### src/rtl/vector_add_sequencer.sv
// Streams operand pairs through one DW-bit adder and packs LANES sums per
// output word, first sum in the most-significant lane.
module vector_add_sequencer #(
  parameter int DW    = 16,
  parameter int LANES = 4,
  parameter int LEN_W = 8
) (
  input  logic                  clk,
  input  logic                  rst,
  input  logic                  start,
  input  logic [LEN_W-1:0]      len,
  output logic                  busy,
  output logic                  done,
  input  logic                  in_valid,
  output logic                  in_ready,
  input  logic [DW-1:0]         in_a,
  input  logic [DW-1:0]         in_b,
  output logic                  out_valid,
  input  logic                  out_ready,
  output logic [LANES*DW-1:0]   out_data,
  output logic                  out_last
);

  localparam int IDX_W = (LANES > 1) ? $clog2(LANES) : 1;

  localparam logic [1:0] S_IDLE  = 2'd0;
  localparam logic [1:0] S_RUN   = 2'd1;
  localparam logic [1:0] S_DRAIN = 2'd2;

  logic [1:0]          r_state;
  logic [LEN_W-1:0]    r_rem;
  logic [IDX_W-1:0]    r_idx;
  logic [LANES*DW-1:0] r_part;
  logic                r_out_valid;
  logic [LANES*DW-1:0] r_out_data;
  logic                r_out_last;
  logic                r_done;

  logic [DW-1:0]       w_sum;
  logic [LANES*DW-1:0] w_word;
  logic [LEN_W-1:0]    w_rem_nx;
  logic                w_acc;
  logic                w_fin;
  logic                w_full;
  logic                w_emit;
  logic                w_hs;

  assign w_sum    = in_a + in_b;
  assign w_acc    = (r_state == S_RUN) && in_valid && !r_out_valid;
  assign w_rem_nx = r_rem - LEN_W'(1);
  assign w_fin    = (w_rem_nx == '0);
  assign w_full   = (r_idx == IDX_W'(LANES - 1));
  assign w_emit   = w_acc && (w_full || w_fin);
  assign w_hs     = r_out_valid && out_ready;

  // Partial word with the incoming sum dropped into the current lane.
  always_comb begin
    w_word = r_part;
    for (int k = 0; k < LANES; k++) begin
      if (int'(r_idx) == k) begin
        w_word[(LANES-k)*DW-1 -: DW] = w_sum;
      end
    end
  end

  always_ff @(posedge clk) begin
    if (rst) begin
      r_state     <= S_IDLE;
      r_rem       <= '0;
      r_idx       <= '0;
      r_part      <= '0;
      r_out_valid <= 1'b0;
      r_out_data  <= '0;
      r_out_last  <= 1'b0;
      r_done      <= 1'b0;
    end else begin
      r_done <= 1'b0;
      if (w_hs) begin
        r_out_valid <= 1'b0;
        r_out_last  <= 1'b0;
      end
      case (r_state)
        S_IDLE: begin
          if (start) begin
            if (len != '0) begin
              r_rem   <= len;
              r_idx   <= '0;
              r_part  <= '0;
              r_state <= S_RUN;
            end else begin
              r_done <= 1'b1;
            end
          end
        end
        S_RUN: begin
          if (w_acc) begin
            r_rem <= w_rem_nx;
            if (w_emit) begin
              r_out_valid <= 1'b1;
              r_out_data  <= w_word;
              r_out_last  <= w_fin;
              r_part      <= '0;
              r_idx       <= '0;
            end else begin
              r_part <= w_word;
              r_idx  <= r_idx + IDX_W'(1);
            end
            if (w_fin) begin
              r_state <= S_DRAIN;
            end
          end
        end
        S_DRAIN: begin
          // Only the final word can be pending here.
          if (w_hs && r_out_last) begin
            r_state <= S_IDLE;
            r_done  <= 1'b1;
          end
        end
        default: r_state <= S_IDLE;
      endcase
    end
  end

  assign busy      = (r_state != S_IDLE);
  assign done      = r_done;
  assign in_ready  = (r_state == S_RUN) && !r_out_valid;
  assign out_valid = r_out_valid;
  assign out_data  = r_out_data;
  assign out_last  = r_out_last;

endmodule

### config.mk
export PLATFORM = sky130hd
export DESIGN_NAME = vector_add_sequencer
export DESIGN_NICKNAME = d
export VERILOG_FILES = /design/src/rtl/vector_add_sequencer.sv
export SDC_FILE = /design/constraint.sdc
export NUM_CORES = 1
export LEC_CHECK = 0
export BUFFER_PORTS_ARGS = -buffer_cell sky130_fd_sc_hd__buf_2
export CAP_MARGIN = 30
export CORE_MARGIN = 2
export CORE_UTILIZATION = 30
export CTS_BUF_LIST = sky130_fd_sc_hd__clkbuf_8
export DETAILED_ROUTE_END_ITERATION = 16
export PLACE_DENSITY_LB_ADDON = 0.05
export SLEW_MARGIN = 40
export SYNTH_ARGS = -nofsm -noshare
export SYNTH_HDL_FRONTEND = slang
export SYNTH_SLANG_ARGS = --single-unit
export TNS_END_PERCENT = 20
### constraint.sdc
create_clock -name clk -period 2.4 [get_ports clk]
set_input_delay 0.12 -clock clk [delete_from_list [all_inputs] [get_ports clk]]
set_output_delay 0.12 -clock clk [all_outputs]
set_load 0.02 [all_outputs]
== Word-level counts from Yosys, hierarchy flattened ==
Index checks and enable logic that the tools add are counted.
Cells by class
  $add $sub $neg: 3
  $mul: 0
  div/mod/pow operators: 0
  $lt $le $gt $ge: 0
  equality and inequality tests: 11
  shift-type cells: 0
  mux-type cells: 36
  bitwise operators: 0
  reductions and logical operators: 17
Operators with widths (count)
  2-to-1 mux 64 bit: 4
  one-hot mux 64 bit (2 select lines): 1
  2-to-1 mux 16 bit: 4
  2-to-1 mux 8 bit: 3
  2-to-1 mux 2 bit: 9
  adder 16 bit: 1
  one-hot mux 8 bit (2 select lines): 1
  2-to-1 mux 1 bit: 11
  != test 2 bit (second input constant): 5
  equality test 2 bit (second input constant): 4
  zero test 8 bit: 1
  nonzero test 8 bit: 1
  subtractor 8 x 1 -> 8 bit (second input constant): 1
  logical AND 1 bit: 6
  one-hot mux 2 bit (3 select lines): 1
  AND reduction 5 bit: 1
  equality test 2 x 1 -> 1 bit (second input constant): 2
  zero test 2 bit: 2
  one-hot mux 2 bit (2 select lines): 1
  AND reduction 4 bit: 1
  nonzero test 2 bit: 2
  AND reduction 3 bit: 1
  adder 2 x 1 -> 2 bit (second input constant): 1
  one-hot mux 1 bit (2 select lines): 1
  2 further kinds: 2
Word-level totals
  register bits: 143
  latch bits: 0
  bits in writable memories: 0
  bits in read-only memories: 0
  input bits: 45
  logic and storage cells: 75
  memories kept: 0

== Logic depth before layout (Yosys ltp) ==
Gate-level depths: netlist of the first run.
  depth after elaboration: 7
  depth in mapped cells: 10
  gate-level depth less buffers: 8

== Worst setup path after synthesis of the first run ==
No wires, ideal clock.
  path type: in2reg
  start point: input port in_a[0]
  end point: register r_part[62]
  setup time: 114 ps
  arrival time: 2196 ps
  data required time: 2286 ps
  path slack: 89 ps
  stages on the path: 8
  cell sequence: ha_1 fa_1 a21o_1 a221oi_2 o21ai_2 and3_4 a311oi_4 a2bb2o_4
On the way
  word-level cells in the longest chain between the ends: 5
Ends and longest elaborated chain
  start, declared: line 16  | input logic [DW-1:0] in_a,
  adder 16 bit: line 48  | assign w_sum = in_a + in_b;
  2-to-1 mux 16 bit: line 60  | if (int'(r_idx) == k) begin
  2-to-1 mux 64 bit: line 98  | if (w_emit) begin
  2-to-1 mux 64 bit: line 96  | if (w_acc) begin
  one-hot mux 64 bit (2 select lines): line 82  | case (r_state)
  end signal, assigned: line 105  | r_part <= w_word;
  end, declared: line 33  | logic [LANES*DW-1:0] r_part;
No other way between the ends. The select of a mux whose other input is x is not followed.
A chain may end at the register's enable or synchronous reset.

== Final worst setup path of the first run ==
  start point: register r_rem[1]
  end point: register r_part[61]
On the way
  word-level cells in the longest chain between the ends: 7
Ends and longest elaborated chain
  start, declared: line 31  | logic [LEN_W-1:0] r_rem;
  start signal, assigned: line 86  | r_rem <= len;
  start signal, assigned: line 97  | r_rem <= w_rem_nx;
  subtractor 8 x 1 -> 8 bit: line 50  | assign w_rem_nx = r_rem - LEN_W'(1);
  zero test 8 bit: line 51  | assign w_fin = (w_rem_nx == '0);
  logical OR 1 bit: line 53  | assign w_emit = w_acc && (w_full || w_fin);
  logical AND 1 bit: line 53
  2-to-1 mux 64 bit: line 98
  2-to-1 mux 64 bit: line 96
  one-hot mux 64 bit (2 select lines): line 82
No other way between the ends. The select of a mux whose other input is x is not followed.

==> impl_summary.md, run 1 <==
Synth
The synthesized netlist cell count is 722. Yosys printed 0 warnings. After synthesis, the cell types taking the most area are dfxtp_1 (44%), a211oi_1 (5.7%), mux2i_1 (4.6%). Counting flops with a built-in enable in the synthesized netlist gives 0. The average instance in the mapped netlist occupies 9.096 sq um. When the netlist entered floorplanning its net count stood at roughly 790. The sequential cell area fraction in the yosys report is a little over two fifths. The most used flip-flop cell after synthesis is dfxtp_1.

The number of distinct standard cells referenced by the synthesized netlist is 65. The post-synthesis sequential element count is roughly 140. The largest total area in the synthesized netlist belongs to dfxtp_1. After synthesis the cells add up to around 6600 sq um.

The portion of synthesized cell area occupied by the leading cell type is 43.59%. In the synthesized netlist the async set-or-reset flop fraction comes to 0%.

Clock tree
In this run, CTS created clock tree buffers numbering 17. The clock tree from TritonCTS is yes. The clock edge transition at the registers on the reported setup and hold paths is ~90 ps. The H-tree level count is 4. The clock latency of the later-clocked register in the worst-skew pair is 480 ps. The clock sink count is 143. The maximum buffer depth of the clock tree is 2.

The root buffer cell is clkbuf_8.

Floorplanning
The floorplan step set the die height to between 150 and 200 um. The effective utilization at floorplan is 30.28%. The core region area is ~22000 sq um. 114 I/O pins were placed. The die covers 23090 sq um. The floorplan has 54 rows. The die width is 152.0 um.

Power
Net switching is about a third of the power. The combinational share of power is 18.1%. For this design the ratio of total power to cell area is 664.6 nW/um^2. Per report_power, the sequential group accounts for 43.8% of the total. After layout, the design draws a total of between 5000 and 6000 uW. Summed over all nets, the switching power comes to 1768 uW.

The clock network is responsible for 38.1% of the overall power. The maximum vdd ir drop is 0.3244 mV. The internal power of the cells is 3794 uW. The static leakage is 0.003413 uW.

Routing
The post-route antenna net violation count is 0. The wire length reported by the detailed router is 21620 um. The via total after detailed routing is 5916. Dividing the detail-routed wire length by the instance count gives about 19 um. The remaining design rule violation count is 0.

For this block, the initial DRC count from the detailed router was between 200 and 300. After detailed routing, the number of vias per cell comes to 5.069. For this run, the detailed router's first-pass iteration total came to 4.

Critical path
The number of cell instances on the worst register-to-register path is 9. Along the worst path, the maximum fanout reaches 10. The worst setup path is captured at a flip-flop. The most repeated library cell on the critical path is o21ai_4.

The slowest library cell on the worst path is o21ai_4. The maximum cell stage delay along the critical path is 360 ps. The critical path crosses 9 cells after its start point.

The cell family contributing the most delay on the critical path is compound AO/OA/AOI/OAI gates. The count of buffer and inverter cells on the critical path is 2. Traced cell by cell, the critical path runs through inv_1 -> ha_2 -> xnor2_1 -> nand4b_1 -> o21ai_4 -> o21ai_4 -> and2b_2 -> buf_12 -> a2bb2o_1. The worst endpoint data arrival time is 2610 ps. The critical path in this run is classified as reg -> reg.

The required time at the endpoint of the critical path is between 2000 and 3000 ps. The worst setup path is launched from a flip-flop.

Timing
The transition time at the pin with the least slew margin is about 560 ps. The highest achievable clock rate is 444.1 MHz. Measured against its own limit, the worst slew margin works out to 62.79%. The final count of hold timing violations is 0. The time the worst path needs with I/O delays and setup is 2252 ps. Dividing the final minimum period by the clock period gives 93.82%. The final setup skew is 20.62 ps.

The number of failing setup endpoints in the final timing report is 0. The number of pins exceeding their max-slew limit in the final report came to 0.

GRT
The global-route wire length before repair is 33840 um. The via count of the first global-routing pass is 5784. For this run, the total global-route usage over all layers was measured as approximately a fifth. The largest net degree at the start of global routing is 36. The total overflow left after global routing is 0.

The number of antenna violations at the first check in global routing is 0.

Hold path
The type of the most critical hold path is in -> reg. The count of cells along the worst hold path is 2.

Finish
Relative to the synthesized area, the layout overhead comes to 27.43%. The utilization of the core after routing is 38.59%. The fraction of final layout cells sized beyond drive strength 1 is 26.61%. The library cell used most frequently in the layout, excluding fill and tap cells, is dfxtp_1. The net total in the final layout is ~940. The library cells used most frequently in the layout, excluding fill and tap cells, are dfxtp_1 (141), buf_2 (113), nor2_1 (79), buf_4 (59), nand2_1 (51). 0 antenna diodes ended up in the layout.

Run
The total of max-cap violations is 0.

Place
The last weighted congestion value of the routability-driven placer is 0.8237. Summed over all nets, the half-perimeter wirelength after detailed placement is between 15000 and 20000 um. The number of port buffers is 113.

Status
The run finished with clean final reports.
synthesized netlist by cell type, types with 15 or more instances:
cell type / n
mux2i_1: 30
and2_1: 23
nor2_1: 80
clkbuf_1: 29
a22o_1: 27
nand2_1: 51
ha_1: 21
nand3_1: 15
dfxtp_1: 143
a21oi_1: 46
o21ai_0: 20
a211oi_1: 50
buf_2: 15
stage by stage:
| stage | hold slack (ps) | setup WS, ps | cells | setup TNS, ps | cell area [sq um] |
|---|---|---|---|---|---|
| after floorplan | 301.8 | 89.25 | 722 | 0 | 6568 |
| after global placement | 409.8 | -13.15 | 1131 | -34.43 | 7868 |
| after detailed placement | 414.7 | -65.56 | 1131 | -232.8 | 7868 |
| after CTS | 5.481 | 12.40 | 1166 | 0 | 8328 |
| after global routing | 19.59 | -2.655 | 1167 | -2.984 | 8369 |
| final | 34.61 | 148.3 | 1167 | 0 | 8369 |
timing repair:
item | CTS | global route
endpoints found under the setup margin | 3 | 98
buffers inserted | 0 | 1
hold buffers | 3 | 0
hold endpoints to repair | 4 | 0
pin swaps | 1 | 3
resized for setup | 1 | 13
worst register-to-register path: stages (launching register included):
cell	delay, ps
dfxtp_2	330
inv_1	70
ha_2	220
xnor2_1	130
nand4b_1	240
o21ai_4	360
o21ai_4	110
and2b_2	260
buf_12	150
a2bb2o_1	270
power groups by stage:
stage | registers [uW] | clock network (uW) | logic (uW)
2_1_floorplan | 2490 | 0 | 533
3_3_place_gp | 2490 | 0 | 987
3_5_place_dp | 2490 | 0 | 994
4_1_cts | 2440 | 2170 | 1000
5_1_grt | 2440 | 2280 | 1100
6_report | 2440 | 2120 | 1000
layout make-up:
type	count	area, sq um
Inverter	11	41.29
Clock buffer	17	234.0
Multi-Input combinational cell	518	3491
Clock inverter	15	188.9
Fill cell	2253	13320
Sequential cell	143	2865
Tap cell	280	350.3
Timing Repair Buffer	183	1199
flip-flops by register name, summed over array words and instances (netlist names):
signal / count
out_last: 1
r_idx: 2
r_part: 64
done: 1
out_valid: 1
r_rem: 8
r_state: 2
out_data: 64
final timing paths:
kind	slack [ps]	from	to
max	150	r_rem[1]	r_part[61]
min	30	rst	r_part[49]
max reg2reg	150	r_rem[1]	r_part[61]
min reg2reg	460	out_data[2]	out_data[2]
kinds of logic after synthesis:
kind of cell | synth area share, %
AND/OR/NAND/NOR | 17.28
XOR/XNOR | 2.267
buffers and inverters | 4.020
AO/OA/AOI/OAI | 23.97
multiplexers | 4.572
flip-flops | 43.59
adder cells (fa/ha/maj) | 4.306
per-layer routing:
| metal | GRT usage [%] | wire (um) | up-vias |
|---|---|---|---|
| li1 | - | - | 2938 |
| met1 | 25.62 | 10540 | 2839 |
| met2 | 30.20 | 9998 | 125 |
| met3 | 4.221 | 787 | 14 |
| met4 | 4.628 | 287 | 0 |
| met5 | 0 | 0 | - |
(Power assumes the default switching activity.)
==> inputs of run 2 (changes only) <==
- clock period: 2.4 -> 2.7 ns (I/O delays scaled with it)
==> impl_summary.md, run 2 (synthesis results as in run 1) <==
Status
The run finished with clean final reports.

Timing
Between clock sinks in the finished design, the worst skew comes to 14.02 ps. The final count of hold timing violations is 0. The smallest setup slack after layout is 211.7 ps. The number of pins exceeding their max-slew limit in the final report was 0. Summed over all failing endpoints, the final setup total negative slack is 0 ps.

The final critical path takes up 92.16% of the cycle. The time the worst path needs with I/O delays and setup is 2488 ps. Setup repair after global routing left no endpoint under its margin. Setup violations remaining at the end of the flow were counted as 0. The relative slew slack is 47.69%. For this run, the top clock speed supported by timing is 401.9 MHz. The transition time at the pin with the least slew margin is 784.6 ps.

Place
Once placement finished, the instance area stood at 7697 sq um. Buffers placed on the I/O ports in this run total 113. At the end of routability-driven placement, the weighted congestion stood at 0.8126. The post-placement setup slack is -148.6 ps. The HPWL after detailed placement is 15340 um. The number of placed instances, taps included is 1115.

Clock tree
The clock sink count is 143. The clock edge transition at the registers on the reported setup and hold paths is 80 ps. The number of buffers inserted by post-CTS setup repair is 0.

The root buffer cell is clkbuf_8. Counting the buffers created by CTS gives 17. TritonCTS built the clock tree. The clock reaches the later pin of the worst-skew pair after ~440 ps. The longest clock path from root to sink contains 2 buffers. The H-tree was split into 4 levels.

Finish
In the final layout, the multi-input gates occupy approximately 3500 sq um. The number of antenna repair diodes is 0. In the final design database the tool counted 922 nets. The library cells used most frequently in the layout, excluding fill and tap cells, are dfxtp_1 (143), buf_2 (113), nor2_1 (80), nand2_1 (51), a211oi_1 (50).

The final-layout fill cell count is 2273. Summing all non-filler instances in the final layout gives an area of 8173 sq um. The layout overhead on the synthesized area is 24.44%.

Cells with a size suffix above 1 make up 24.31% of the layout. In the final layout, flip-flops and latches occupy 2863 sq um. Leaving out fill and tap cells, the most frequent cell in the layout is dfxtp_1. The finished layout holds 1148 standard cells, fillers aside.

Power
The reported net switching power is ~1400 uW. The areal power density over the cells is 605.0 nW/um^2. The clock network is responsible for 39.4% of the overall power. Of the total power, the share spent switching nets is between 20% and 30%. The sequential share of power is 43.9%. For this design the static power due to leakage is roughly 0.0033 uW. Total power for the finished layout comes to approximately 4900 uW.

The combinational share of power is 16.7%. VDD sags by at most 0.3279 mV. The internal power of the cells is 3546 uW.

Critical path
STA classifies the critical path startpoint as a flip-flop. In this run the critical register-to-register path is captured at r_part[27]. Counting cells, the worst reg-to-reg path comes to 8. STA classifies the critical path endpoint as a flip-flop. By startpoint and endpoint, the worst setup path is classified as reg -> reg. The required time at the endpoint of the critical path is 3040 ps. STA puts the critical path data arrival time at 2830 ps. The worst flop-to-flop path startpoint is r_rem[0]. The worst setup slack for register-to-register paths is 210 ps. Of all nets on the critical path, the largest fanout is 14.

Floorplanning
The area of the die is ~23000 sq um. The number of I/O pins is between 100 and 150. The die is 152.0 um wide. Once the floorplan was initialized, standard cells occupied a little under a third of the core. The die span in y is around 150 um. Row generation in the floorplan step produced 54 rows. The floorplan step defined a core boundary enclosing 21690 sq um.

GRT
The first global-routing pass estimated ~33000 um of wire. For this run the aggregate overflow at the end of global routing stands at 0. The combined global-route utilization of all metal layers is 18.25%. Entering global routing, the biggest net connects 40 pins. The number of antenna violations at the first check in global routing came to 0. The via count of the first global-routing pass came to 5777.

Routing
Dividing the detail-routed wire length by the instance count gives about 18 um. The remaining design rule violation count is 0. Using the TritonRoute via totals, the vias-per-cell ratio works out to 5.065. The number of DRC violations after detailed-routing iteration 0 is 312.

The via total after detailed routing is roughly 5800. The post-route antenna net violation count is 0. The wire length reported by the detailed router is 21200 um. The total iterations of the first detailed-routing run is 8.

Hold path
The min-delay analysis places its worst path in the category in -> reg. Along the worst hold path, the cell count comes to 5. The capture endpoint of the worst hold path is r_rem[0]. The worst hold path begins at len[0].

Run
Across the run, the number of max-cap violations was 0.
[run 2: cell count changes in the layout (fill, tap and decap cells not counted), sizes merged]
cell,delta
buf,-17
inv,-8
clkbuf,+4
clkinv,+4
bufinv,+2
clkinvlp,-2
dlygate4sd3,-2
[run 2: area by class of cell]
cell class              instances  share of cell area, %
multi-input cells             518                  42.38
flip-flops and latches        143                  35.03
repair buffers                164                  12.29
well taps                     280                  4.287
clock buffers                  21                  3.536
clock inverters                11                  1.975
inverters                      11                 0.5052
[run 2: per-layer routing]
metal | up-vias | GRT usage (%) | share of wire (%)
li1 | 2895 | - | -
met1 | 2743 | 24.46 | 48
met2 | 153 | 29.88 | 46
met3 | 24 | 3.480 | 3.8
met4 | 0 | 5.474 | 2.0
met5 | - | 0 | 0
[run 2: stage by stage]
step	hold WS, ps	utilization, %
after global placement	426.8	35.49
after global routing	59.02	37.68
after CTS	17.74	37.61
after detailed placement	432.4	35.49
after floorplan	316.8	-
final	45.67	37.68
[run 2: power groups by stage]
stage	clock network (uW)	logic [uW]	registers [uW]
3_3_place_gp	0	827	2220
2_1_floorplan	0	474	2220
6_report	1950	826	2170
3_5_place_dp	0	833	2220
5_1_grt	2070	901	2180
4_1_cts	1990	837	2170
[run 2: worst max-delay path by stage]
stage | from | end | slack (ps)
final | r_rem[0] | r_part[27] | 210
after global routing | r_rem[0] | r_part[28] | 10
after CTS | r_rem[0] | r_part[28] | 20
after detailed placement | in_a[0] | out_data[8] | -150
after global placement | in_a[0] | out_data[8] | -80
after floorplan | in_a[0] | r_part[62] | 370
[run 2: worst max-delay path, stage by stage, from the launching register on]
cell and delay (ps):
dfxtp_1 420, inv_1 90, ha_1 260, xnor2_1 150, nand4b_1 240, o21ai_4 340, o21ai_0 200, and2b_2 410
a22o_1 270
[run 2: timing repair]
action,in CTS,in global routing
hold endpoints to repair,2,0
gates resized for setup,0,5
hold buffers,1,0
setup endpoints to repair,0,38
==> inputs of run 3 (changes only) <==
- clock period: 2.7 -> 2.45 ns (I/O delays scaled with it)
==> impl_summary.md, run 3 (synthesis results as in run 1) <==
Status
The flow ran to the end, and the final reports show no timing, DRC or antenna violations.

Timing
Setup repair after global routing could not meet its margin everywhere. The relative slew slack is 67.34%. Hold timing on the final database bottoms out at a slack of between 40 and 50 ps. The highest achievable clock rate is 427.9 MHz. The smallest setup slack after layout is 112.9 ps. The number of pins exceeding their max-slew limit in the final report was 0. The routed design could run at a clock period as short as ~2300 ps.

The final setup skew is 14.22 ps. Dividing the final minimum period by the clock period gives 95.39%. Setup violations remaining at the end of the flow were counted as 0. At the pin with the least slew margin, the transition time is 489.9 ps. The final count of hold timing violations was 0.

Routing
In this run, the number of DRC markers left after iteration 0 of detailed routing was 228. The remaining design rule violation count is 0. For this run, the detailed router's first-pass iteration total came to 5. The via total after detailed routing is 5886. The wire length reported by the detailed router is 21390 um. The post-route antenna net violation count is 0. The routed via count divided by cell count is 5.070.

In the final routed layout, each cell accounts on average for 18.42 um.

Clock tree
The clock tree from TritonCTS is yes. After clock tree synthesis, the clock-pin slew on the worst setup and hold paths is approximately 80 ps. The clock latency of the later-clocked register in the worst-skew pair is 460 ps. The clock sink count is about 140. Buffers added to address setup during post-CTS repair amount to 0.

The H-tree level count is 4. The root buffer cell is clkbuf_8. Counting along the longest clock path gives a buffer depth of 2. Clock tree synthesis inserted a total of 17 buffers.

GRT
Entering global routing, the biggest net connects 36 pins. Global routing finished with a remaining overflow of 0. The global-route wire length before repair is 33140 um.

The combined global-route utilization of all metal layers is 18.40%. The via count of the first global-routing pass is about 5700. The number of antenna violations at the first check in global routing is 0.

Finish
The final layout contains 936 nets. The library cell used most frequently in the layout, excluding fill and tap cells, is dfxtp_1. Summing all non-filler instances in the final layout gives an area of 8327 sq um. The utilization of the core after routing is between 30% and 40%. Of the cells placed in the final design, the portion with a size suffix greater than 1 is 25.09%. Compared with the post-synthesis result, the final layout area differs by 26.79%. Leaving out fill and tap cells, the most frequent cells in the layout are dfxtp_1 (143), buf_2 (113), nor2_1 (80), buf_4 (56), nand2_1 (51). The number of antenna diodes in the final layout is 0.

Critical path
The worst flop-to-flop path startpoint is r_rem[0]. For this run, the slowest stage of the critical path takes 330 ps. The required time at the endpoint of the critical path is roughly 2800 ps. In this run the worst path has a maximum fanout of 10. The most critical setup path has its startpoint at r_rem[0]. The worst endpoint data arrival time is between 2000 and 3000 ps. The signal on the critical path passes through inv_1 -> ha_1 -> xnor2_1 -> nand4b_1 -> o21ai_2 -> o21ai_1 -> and2b_1 -> buf_12 -> a2bb2o_1. STA classifies the critical path endpoint as a flip-flop. The startpoint type of the worst setup path is a flip-flop. The largest individual stage delay along the critical path comes from the cell dfxtp_1. The critical path is of the reg -> reg type.

Floorplanning
The die span in y is between 150 and 200 um. The core region area is 21690 sq um. The number of I/O pins is 114. The area of the die is 23090 sq um. The die width is between 150 and 200 um.

The effective utilization at floorplan is around 30%. The initialized floorplan defines 54 standard-cell rows.

Place
Routability-driven placement finished with a final weighted congestion of 0.8178. The count of buffers added on input and output ports is ~110. The post-placement setup slack is 6.618 ps. Once detailed placement completed, the half-perimeter wirelength came to 15520 um. The cell area after placement is 7833 sq um.

Hold path
In this run the most critical hold path is launched from len[0]. The type of the most critical hold path is in -> reg.

Power
In this run the static leakage power is about 0.0034 uW. Dividing total power by cell area gives a power density of 670.9 nW/um^2. IR analysis of the VDD net gives a maximum drop of 0.2994 mV.

Run
The total of max-cap violations is 0.
run 3: worst max-delay path: cells and delay by family (launching register included):
kind | cells | cell delay [ps]
simple gates | 2 | 470
xor+xnor | 1 | 150
buf+inv | 2 | 220
fa+ha+maj | 1 | 250
flops | 1 | 330
compound gates | 3 | 800
run 3: cell type report:
type                       instances  area, sq um
tap                              280        350.3
clock inverter                    10        183.9
sequential                       143         2863
multi-input combinational        518         3453
timing repair buffer             178         1146
clock buffer                      21        289.0
fill                            2231        13360
inverter                          11        41.29
run 3: repair_timing:
| action | CTS | global route |
|---|---|---|
| hold buffers | 2 | 0 |
| hold endpoints to repair | 3 | 0 |
| gates resized for setup | 0 | 1 |
| setup endpoints to repair | 0 | 14 |
run 3: through the flow:
step / setup TNS (ps) / total power (uW) / std cells
2_1_floorplan: 0 / 2964 / 722
3_3_place_gp: 0 / 3395 / 1128
3_5_place_dp: 0 / 3404 / 1128
4_1_cts: 0 / 5646 / 1161
5_1_grt: -32.69 / 5852 / 1161
6_report: 0 / 5587 / 1161
run 3: worst paths after layout:
check | end | slack (ps) | cells after the start
setup / recovery | r_part[61] | 110 | 9
hold / removal | r_rem[0] | 40 | 5
setup reg to reg | r_part[61] | 110 | 9
hold reg to reg | out_data[18] | 450 | 2
run 3: power breakdown:
part / total, uW / internal (uW) / switching (uW) / leakage, uW
clock: 2240 / 1310 / 932 / 0.000228
sequential: 2390 / 2360 / 26.6 / 0.00115
combinational: 956 / 383 / 573 / 0.00202
run 3: routing by layer:
layer / share of wire [%] / track usage (%)
met5: 0 / 0
met2: 46 / 29.56
met4: 1.1 / 4.228
met1: 49 / 25.44
met3: 4.1 / 3.851
